$ cat src/rtl/alarm_pkg.sv
// Shared types and constants for the alarm trigger slice: FSM state encoding,
// time constants and a setpoint range check.
package alarm_pkg;

   typedef enum logic [1:0] {
      IDLE    = 2'd0,
      RINGING = 2'd1,
      SNOOZE  = 2'd2
   } alarm_state_e;

   localparam int SEC_PER_MIN = 60;
   localparam int SNZ_CNT_W   = 16;

   localparam logic [5:0] HOURS_PER_DAY = 6'd24;
   localparam logic [5:0] MIN_PER_HOUR  = 6'd60;

   // True when hour/minute form a legal 24h time of day.
   function automatic logic time_valid(input logic [5:0] hour, input logic [5:0] minute);
      return (hour < HOURS_PER_DAY) && (minute < MIN_PER_HOUR);
   endfunction

endpackage

$ cat src/rtl/edge_rise.sv
// Registered rising-edge detector; RST_VAL sets the assumed previous level after
// reset so a level already high at release can be masked.
module edge_rise #(
   parameter logic RST_VAL = 1'b0
) (
   input  logic clk,
   input  logic reset,
   input  logic d,
   output logic rise
);

   logic d_r;

   // Previous-cycle copy of d, forced to RST_VAL while reset is low.
   always_ff @(posedge clk) begin
      if (!reset) begin
         d_r <= RST_VAL;
      end else begin
         d_r <= d;
      end
   end

   assign rise = d & ~d_r;

endmodule

$ cat src/rtl/alarm_trigger.sv
// Alarm decision logic: detects the start of the alarm minute and runs the
// ring/snooze/stop state machine driving the buzzer and status outputs.
module alarm_trigger
   import alarm_pkg::*;
#(
   parameter int SNOOZE_MIN       = 5,
   parameter int RING_TIMEOUT_SEC = 60,
   parameter int MAX_SNOOZE       = 3
) (
   input  logic       clk,
   input  logic       reset,
   input  logic       enable,
   input  logic       sec_tick,
   input  logic [5:0] cur_hour,
   input  logic [5:0] cur_min,
   input  logic [5:0] alarm_hour,
   input  logic [5:0] alarm_min,
   input  logic       snooze,
   input  logic       stop,
   output logic       ringing,
   output logic       buzzer,
   output logic       snoozing,
   output logic [1:0] snooze_count
);

   localparam int RING_W = (RING_TIMEOUT_SEC > 1) ? $clog2(RING_TIMEOUT_SEC) : 1;
   localparam logic [RING_W-1:0]    RING_LAST = RING_W'(RING_TIMEOUT_SEC - 1);
   localparam logic [SNZ_CNT_W-1:0] SNZ_LAST  = SNZ_CNT_W'(SNOOZE_MIN * SEC_PER_MIN - 1);
   localparam logic [1:0]           SNZ_MAX   = 2'(MAX_SNOOZE);

   alarm_state_e         state_r;
   logic [RING_W-1:0]    ring_sec_r;
   logic [SNZ_CNT_W-1:0] snz_sec_r;
   logic                 tone_r;

   logic match_s;
   logic match_rise_s;
   logic snooze_rise_s;
   logic stop_rise_s;

   // An out-of-range setpoint can never equal a legal time, so it never fires.
   assign match_s = time_valid(alarm_hour, alarm_min) &&
                    (cur_hour == alarm_hour) && (cur_min == alarm_min);

   edge_rise #(.RST_VAL(1'b1)) u_match_edge (
      .clk   (clk),
      .reset (reset),
      .d     (match_s),
      .rise  (match_rise_s)
   );

   edge_rise #(.RST_VAL(1'b0)) u_snooze_edge (
      .clk   (clk),
      .reset (reset),
      .d     (snooze),
      .rise  (snooze_rise_s)
   );

   edge_rise #(.RST_VAL(1'b0)) u_stop_edge (
      .clk   (clk),
      .reset (reset),
      .d     (stop),
      .rise  (stop_rise_s)
   );

   // Ring/snooze/stop state machine with registered outputs.
   always_ff @(posedge clk) begin
      if (!reset) begin
         state_r      <= IDLE;
         ring_sec_r   <= '0;
         snz_sec_r    <= '0;
         tone_r       <= 1'b0;
         snooze_count <= 2'd0;
         ringing      <= 1'b0;
         buzzer       <= 1'b0;
         snoozing     <= 1'b0;
      end else begin
         case (state_r)
            IDLE: begin
               if (enable && match_rise_s) begin
                  state_r      <= RINGING;
                  ring_sec_r   <= '0;
                  snooze_count <= 2'd0;
                  tone_r       <= 1'b1;
                  ringing      <= 1'b1;
                  buzzer       <= 1'b1;
                  snoozing     <= 1'b0;
               end else begin
                  ringing  <= 1'b0;
                  buzzer   <= 1'b0;
                  snoozing <= 1'b0;
               end
            end

            RINGING: begin
               if (!enable || stop_rise_s) begin
                  state_r  <= IDLE;
                  ringing  <= 1'b0;
                  buzzer   <= 1'b0;
                  snoozing <= 1'b0;
               end else if (snooze_rise_s && (snooze_count < SNZ_MAX)) begin
                  state_r      <= SNOOZE;
                  snooze_count <= snooze_count + 2'd1;
                  snz_sec_r    <= '0;
                  ringing      <= 1'b0;
                  buzzer       <= 1'b0;
                  snoozing     <= 1'b1;
               end else if (sec_tick && (ring_sec_r == RING_LAST)) begin
                  state_r  <= IDLE;
                  ringing  <= 1'b0;
                  buzzer   <= 1'b0;
                  snoozing <= 1'b0;
               end else if (sec_tick) begin
                  if (ring_sec_r != '1) begin
                     ring_sec_r <= ring_sec_r + RING_W'(1);
                  end else begin
                     ring_sec_r <= ring_sec_r;
                  end
                  tone_r <= ~tone_r;
                  buzzer <= ~tone_r;
               end else begin
                  buzzer <= tone_r;
               end
            end

            SNOOZE: begin
               if (!enable || stop_rise_s) begin
                  state_r  <= IDLE;
                  ringing  <= 1'b0;
                  buzzer   <= 1'b0;
                  snoozing <= 1'b0;
               end else if (sec_tick && (snz_sec_r == SNZ_LAST)) begin
                  state_r    <= RINGING;
                  ring_sec_r <= '0;
                  tone_r     <= 1'b1;
                  ringing    <= 1'b1;
                  buzzer     <= 1'b1;
                  snoozing   <= 1'b0;
               end else if (sec_tick) begin
                  if (snz_sec_r != '1) begin
                     snz_sec_r <= snz_sec_r + SNZ_CNT_W'(1);
                  end else begin
                     snz_sec_r <= snz_sec_r;
                  end
               end else begin
                  snoozing <= 1'b1;
               end
            end

            default: begin
               state_r  <= IDLE;
               ringing  <= 1'b0;
               buzzer   <= 1'b0;
               snoozing <= 1'b0;
            end
         endcase
      end
   end

endmodule

$ cat config.mk
export PLATFORM = sky130hd
export DESIGN_NAME = alarm_trigger
export DESIGN_NICKNAME = d
export VERILOG_FILES = /design/src/rtl/alarm_pkg.sv /design/src/rtl/edge_rise.sv /design/src/rtl/alarm_trigger.sv
export SDC_FILE = /design/constraint.sdc
export NUM_CORES = 1
export LEC_CHECK = 0
export ABC_CLOCK_PERIOD_IN_PS = 3900
export CAP_MARGIN = 5
export CORE_MARGIN = 10
export CORE_UTILIZATION = 30
export CTS_CLUSTER_SIZE = 24
export DETAILED_ROUTE_END_ITERATION = 10
export PLACE_DENSITY = 0.61
export SLEW_MARGIN = 30
export SYNTH_ARGS = -nofsm -noshare
export SYNTH_HDL_FRONTEND = slang
export SYNTH_SLANG_ARGS = --single-unit
$ cat constraint.sdc
create_clock -name clk -period 3.9 [get_ports clk]
set_input_delay 0.585 -clock clk [delete_from_list [all_inputs] [get_ports clk]]
set_output_delay 0.585 -clock clk [all_outputs]
set_load 0.05 [all_outputs]
==> reports/qor.csv <==
metric;value;unit
outcome;finished, final reports clean;
die span in y;103;microns
Crit-path slowest cell;nor4_1;
Comb pwr share;10.3;%
final core occ;38.4;%
worst hold start;snoozing;
Leak Pwr;0.930;nW
Power, Total;0.655;mW
worst path cell trace;inv_1 -> ha_1 -> mux2i_1 -> nor4_1 -> nand4_1 -> xor2_1 -> nor2_1;
Top delay family on crit path;simple AND/OR/NAND/NOR gates;
first-iteration detailed-routing DRC count;95;
antenna violations before repair;0;
clk_lat worst skew;0.29;ns
crit path launch type;flip-flop;
main flop type after synthesis;dfxtp_1;
placed cells;354;
Worst-path clk slew;0.07;ns
initial core utilization;30.8;%
critical path fanouts, max;14;
pwr dens;253;mW/mm^2
Worst Path Arrival;2.69;ns
Core Area;0.00676;sq mm
min Tclk post-route;2.51;ns
Mapped Cells;245;
total congestion overflow;0;
# DRC;0;
reg2reg setup slack;1.39;ns
clk buf depth;2;
Die ar.;0.0107;sq mm
Slew headroom;44.1;%
DR pass1 iterations;4;
unrepaired setup endpoints after global routing;no;
crit path kind;reg -> reg;
total CTS buffers;5;
post-synthesis cell type count;53;
Avg Vias per Cell;5.25;
Seq/Total Area, Yosys;31.7;%
clock power share;38.0;%
Min-Delay Path Depth;2;
DR WL/cell;13.9;microns
Net Sw Power;0.154;mW
Ys Warns;0;
CP endpoint kind;flip-flop;
WL final;5040;microns
commonest non-fill, non-tap cell in the layout;clkdlybuf4s50_1;
Post-synth EDFFs;0;
worst hold margin;0.453;ns
post-synthesis compound-gate area fraction;16.5;%
R2R cell count;7;
I/O Pins;35;
maximum vdd drop;91.6;uV
Placer Congestion;0.793;
Sw Share;23.5;%
Finish-stage setup viols;0;
Critical R2R Launch;state_r[1];
CTS resizes;0;
sequential share of power;51.8;%
Worst Hold End;snoozing;
Final Hold Fails;0;
Tightest Hold Check Type;reg -> reg;
fin cells;362;
# port buffers;34;
ANT nets after route;0;
most frequent cells in the layout;34 x clkdlybuf4s50_1, 33 x dfxtp_1, 30 x nand2_1;
Post-Synth Simple-Gate Area;32.4;%
slowest stage delay, CP;0.69;ns
hold_buf cts;0;
TNS Setup;0;ns
Worst-Margin Slew;0.831;ns
async set or reset register ratio after synthesis;0;%
#FFs+latches synth;33;
site row count;30;
required time worst endpoint;4.08;ns
Internal;0.501;mW
CTS tree;yes;
main combinational cell family by area after synthesis;simple AND/OR/NAND/NOR gates;
area of the mapped netlist;0.00208;sq mm
hpwl dp;3850;microns
postcts setup bufs;0;
H-tree depth;2;
Total GRT Usage;10.2;%
Synth Area in Adders;4.81;%
WP buf/inv;1;
layout overhead on the synthesized area;24.5;%
RR Endpoint;snz_sec_r[14];
share of cells above drive strength 1;7.80;%
vias in the first global route;1865;
ANT cells;0;
MaxCap Viol Count;0;
Die X;103;microns
Max Slew Vio Count;0;
Tcrit/Tclk final;64.5;%
Fmax;0.398;GHz
first-pass GRT wire length;8770;microns
Final Skew;0.00698;ns
xor/xnor share of the synthesized area;8.83;%
fin nets;319;
CTS Sinks;33;
Synth Area per Inst;8.50;sq um
multiplexer area fraction after synthesis;2.40;%
Root Driver;clkbuf_8;
Syn Nets;283;
Via Count;1900;
largest net degree at the start of global routing;24;
[layout make-up]
| class | count | area (sq um) |
|---|---|---|
| sequential | 33 | 661 |
| multi-input combinational | 194 | 1350 |
| fill | 707 | 4170 |
| clock buffer | 6 | 72.6 |
| clock inverter | 2 | 10.0 |
| tap | 80 | 100 |
| timing repair buffer | 36 | 355 |
| inverter | 11 | 41.3 |
[cells by family after synthesis]
logic type / count (synthesis)
compound gates: 42
xor+xnor: 21
fa+ha+maj: 8
buf+inv: 18
flops: 33
mux: 5
simple gates: 118
[layer usage]
metal	wire [microns]	share of wire [%]	track usage (%)	vias up
li1	-	-	-	979
met3	337	6.7	3.72	5
met2	2220	44	15.4	43
met5	0	0	0	-
met4	92	1.8	4.17	0
met1	2390	47	12.7	873
[state kept, by name, summed over array words and instances (netlist names)]
name / count
state_r: 2
ring_sec_r: 6
snz_sec_r: 16
buzzer: 1
snooze_count: 2
tone_r: 1
u_stop_edge.d_r: 1
snoozing: 1
u_snooze_edge.d_r: 1
ringing: 1
u_match_edge.d_r: 1
[through the flow]
| step | area [sq um] | setup slack (ns) |
|---|---|---|
| after floorplan | 2080 | 1.74 |
| after global placement | 2510 | 1.11 |
| after detailed placement | 2510 | 1.10 |
| after CTS | 2590 | 1.38 |
| after global routing | 2590 | 1.14 |
| final | 2590 | 1.39 |
[how the worst max path moves through the flow]
stage / from / end / slack (ns) / cells past startpoint
after floorplan: snooze_count[0] / snz_sec_r[15] / 1.74 / 7
after global placement: snooze / snz_sec_r[14] / 1.11 / 7
after detailed placement: snooze / snz_sec_r[14] / 1.10 / 7
after CTS: state_r[0] / snz_sec_r[14] / 1.38 / 6
after global routing: state_r[0] / snz_sec_r[8] / 1.14 / 6
final: state_r[1] / snz_sec_r[14] / 1.39 / 7
[power groups by stage]
stage                     registers (mW)  logic, mW  clock network, mW
after floorplan                    0.347     0.0274                  0
after global placement             0.347     0.0674                  0
after detailed placement           0.347     0.0682                  0
after CTS                          0.339     0.0685              0.258
after global routing               0.339     0.0733              0.277
final                              0.339     0.0674              0.249
[cells in the mapped netlist, types with 2 or more instances]
cell type  number  share of area, %
nor3_1          4              0.96
a21oi_1         5               1.2
nand3_1        10               2.4
nand3b_1        3               1.1
or4_1           2              0.72
a211oi_1        3               1.1
nor4_1          6               1.8
dfxtp_1        33                32
and3_1          8               2.4
a31o_1          2              0.84
ha_1            8               4.8
xor2_1         15               6.3
clkbuf_1        5              0.90
inv_1          11               2.0
nand4_1        15               4.5
o21ai_1         4              0.96
o21ai_0         7               1.7
xnor2_1         6               2.5
nand2_1        30               5.4
o41ai_2         2               1.6
o22ai_1         5               1.5
buf_2           2              0.48
nor2_1         17               3.1
nand2b_1        2              0.60
mux2i_1         5               2.4
or3_1           5               1.5
and2_1          4               1.2
[worst min-delay path: cells and delay by family (launching register included)]
family           cells  cell delay [ns]
AO/OA/AOI/OAI        1             0.05
flip-flops           1             0.31
AND/OR/NAND/NOR      1             0.05
No activity file was read; power rests on OpenSTA's default activity.
==> edit 1, RTL diff (same flow settings) <==
Encoding of `alarm_state_e`: now one-hot (3 bits for 3 states).
--- a/src/rtl/alarm_pkg.sv
+++ b/src/rtl/alarm_pkg.sv
@@ -4,6 +4,6 @@
 
-   typedef enum logic [1:0] {
-      IDLE    = 2'd0,
-      RINGING = 2'd1,
-      SNOOZE  = 2'd2
+   typedef enum logic [2:0] {
+      IDLE    = 3'b001,
+      RINGING = 3'b010,
+      SNOOZE  = 3'b100
    } alarm_state_e;
Formal check against the unedited RTL: same outputs for any inputs over 10 cycles, from zero or initial values and one cycle with reset low; not proved beyond that.
==> edit 1 against the unedited design <==
Power is 2.0% higher. Final area is 7.9% lower. Setup slack worse by 0.057 ns. Synthesized area is 9.6% lower. Via count is 8.0% lower. Critical path depth stayed put. Maximum frequency is 2.2% lower. Sequential cell count is 1 higher. Routed wire length is 11% lower. First-iteration DRC count is 16% lower. Sequential power is 3% higher. Clock skew hardly changed.
==> edit 1: results <==
[finish]
n_fill_cell = 606
largestRegisters = "snz_sec_r (16), ring_sec_r (6), state_r (3)"
drive_gt1_frac = 0.100
fin_nets = 294

[placed_design]
dpl_cell_area_mm2 = 0.00230
place.gp.congestion = 0.764
hpwl_um = 3330
dp_slack_ns = 1.01

[clock_network]
post_cts_resized = 0
htree_levels = 2

[global_routing]
track_usage = 0.0910
grt_pass1_vias = 1647
antenna_found_initial = 0
grt_max_degree = 19
grt_first_pass_wirelength_um = 7530

[critical_path]
reg2reg_depth = 6
worstPathArrival_ns = 2.75
max_stage_delay_ns = 0.47
r2r-end = "snz_sec_r[13]"

[power_and_ir_drop]
switchingPower_uw = 147
p_leak_uw = 0.000808
ir_worst_vdd_mv = 0.101

[synthesis]
synth_common_cells = "34 x dfxtp_1, 21 x nor2_1, 19 x nand2_1"
syn-num-nets = 258
synth_seq_area_share = 0.361
yosysWarnings = 0
synth_area_leaders = "dfxtp_1 36%, xnor2_1 7.0%, nor2_1 4.2%"

[route]
wl_per_cell_um = 13.3
vias = 1748
drt_iter0_drc = 80

[timing]
clock_skew_ns = 0.00712
worstMarginPinSlew_ns = 0.611

[status]
status = "completed"
## edit 1: per-stage QoR
step | hold WS, ns | utilization | power (uW) | cells
floorplan | 0.453 | - | 380 | 225
global placement | 0.466 | 0.385 | 418 | 329
detailed placement | 0.474 | 0.385 | 418 | 329
CTS | 0.485 | 0.398 | 678 | 335
global route | 0.513 | 0.398 | 698 | 335
finish | 0.482 | 0.398 | 668 | 335
## edit 1: cells by family (layout without fill, tap and decap cells)
| kind of cell | count (synthesis) | after routing | share of synthesized area |
|---|---|---|---|
| xor+xnor | 20 | 20 | 0.0930 |
| simple gates | 114 | 114 | 0.337 |
| fa+ha+maj | 3 | 3 | 0.0199 |
| compound gates | 40 | 40 | 0.153 |
| mux | 2 | 2 | 0.0106 |
| flops | 34 | 34 | 0.361 |
| buf+inv | 12 | 47 | 0.0252 |
## edit 1: worst max-delay path by stage
stage	end	slack (ns)	startpoint
after detailed placement	snz_sec_r[13]	1.01	snooze
after CTS	snz_sec_r[13]	1.32	snooze
final	snz_sec_r[13]	1.33	snooze
after floorplan	snz_sec_r[13]	1.72	snooze_count[0]
after global routing	snz_sec_r[13]	1.05	snooze
after global placement	snz_sec_r[13]	1.09	snooze
## edit 1: power groups by stage
stage	Sequential [uW]	Combinational [uW]	Clock, uW
final	349	60.4	258
after global routing	349	65.9	283
after detailed placement	357	60.9	0
after floorplan	357	22.6	0
after global placement	357	60.6	0
after CTS	349	61.0	268
## edit 1: tightest hold or removal path: cells and delay by family (launching register included)
kind | cells | cell delay (ns)
compound gates | 1 | 0.05
flops | 1 | 0.32
simple gates | 1 | 0.06
## edit 1: metal layers
| metal | global-route usage | vias to the layer above | routed length (um) |
|---|---|---|---|
| met2 | 0.132 | 50 | 1870 |
| met5 | 0 | - | 0 |
| met3 | 0.0381 | 6 | 353 |
| li1 | - | 899 | - |
| met4 | 0.0463 | 0 | 99 |
| met1 | 0.112 | 793 | 2140 |
## edit 1: cell type report
type | count | area, um^2 | area share
multi-input cells | 179 | 1150 | 0.484
flip-flops and latches | 34 | 681 | 0.285
repair buffers | 36 | 355 | 0.149
well taps | 75 | 93.8 | 0.0393
clock buffers | 6 | 82.6 | 0.0346
inverters | 5 | 18.8 | 0.00787
==> edit 2, RTL diff (same settings) <==
Without the edit above. Set the package constant `SNZ_CNT_W` to 14 (it was 16).
--- a/src/rtl/alarm_pkg.sv
+++ b/src/rtl/alarm_pkg.sv
@@ -11,3 +11,3 @@
    localparam int SEC_PER_MIN = 60;
-   localparam int SNZ_CNT_W   = 16;
+   localparam int SNZ_CNT_W   = 14;
 
Check against the original RTL: no difference found for any inputs over 10 cycles, from zero or initial values and one cycle with reset low; that may be too few to reach the edited logic, so the function may still have changed.
==> edit 2 against the unedited design <==
Power is 1.7% higher. Synthesized area is 7.3% lower. Hold slack better by 0.011 ns. Setup slack worse by 0.042 ns. Routed wire length is 6.6% lower. Sequential power is 5.9% lower. Final area is 5.6% lower. Sequential cell count is 2 lower.
==> edit 2: results <==
[status]
status = "completed"

[timing]
holdWs_ns = 0.464

[route]
drt_iter0_drc = 66
met1_length_um = 2180
met2_length_um = 2090
route.met3.wl_um = 373
vias = 1757

[global_routing]
met3_usage = 0.0412
grt_first_pass_wirelength_um = 8020

[synthesis]
avgSynthCellArea_um2 = 8.62
synthMuxAreaShare = 0.0156
synthAdderAreaFrac = 0.0454
synth_common_cells = "31 x dfxtp_1, 23 x nor2_1, 20 x nand2_1"
synthXorXnorAreaFrac = 0.104
synth_seq_area_share = 0.321
syn-num-nets = 261
synth_area_leaders = "dfxtp_1 32%, xor2_1 7.3%, ha_1 4.5%"

[placed_design]
place.gp.congestion = 0.800
dpl_cell_area_mm2 = 0.00234
place_inst = 332

[critical_path]
max_stage_delay_ns = 0.45
crit_family = "compound AO/OA/AOI/OAI gates"

[finish]
final-instance-count-excl-fill = 340
n_fill_cell = 694
drive_gt1_frac = 0.0875

[hold_path]
worstHoldStart = "buzzer"
-- edit 2: changes by cell type after synthesis, moves of 4 or more --
cell / delta
nand2_1: -10
nand4_1: -9
nor2_1: +6
inv_1: -5
o21ai_0: +5
nor4_1: -4
o21ai_1: -4
-- edit 2: per-stage QoR --
stage | setup WS (ns) | power, uW
6_report | 1.34 | 666
5_1_grt | 1.06 | 689
4_1_cts | 1.33 | 674
3_5_place_dp | 1.04 | 389
3_3_place_gp | 1.08 | 388
2_1_floorplan | 1.68 | 351
-- edit 2: final cells by class --
type                            instances  area share
Inverter                                7      0.0107
Multi-Input combinational cell        181       0.510
Clock buffer                            8      0.0409
Sequential cell                        31       0.254
Tap cell                               77      0.0394
Timing Repair Buffer                   36       0.145
-- edit 2: power breakdown --
part	switching, uW	total (uW)	internal (uW)	leakage, uW
sequential	0.464	319	318	0.000250
combinational	24.9	62.4	37.5	0.000589
clock	124	285	161	0.0000515
total	149	666	517	0.000891
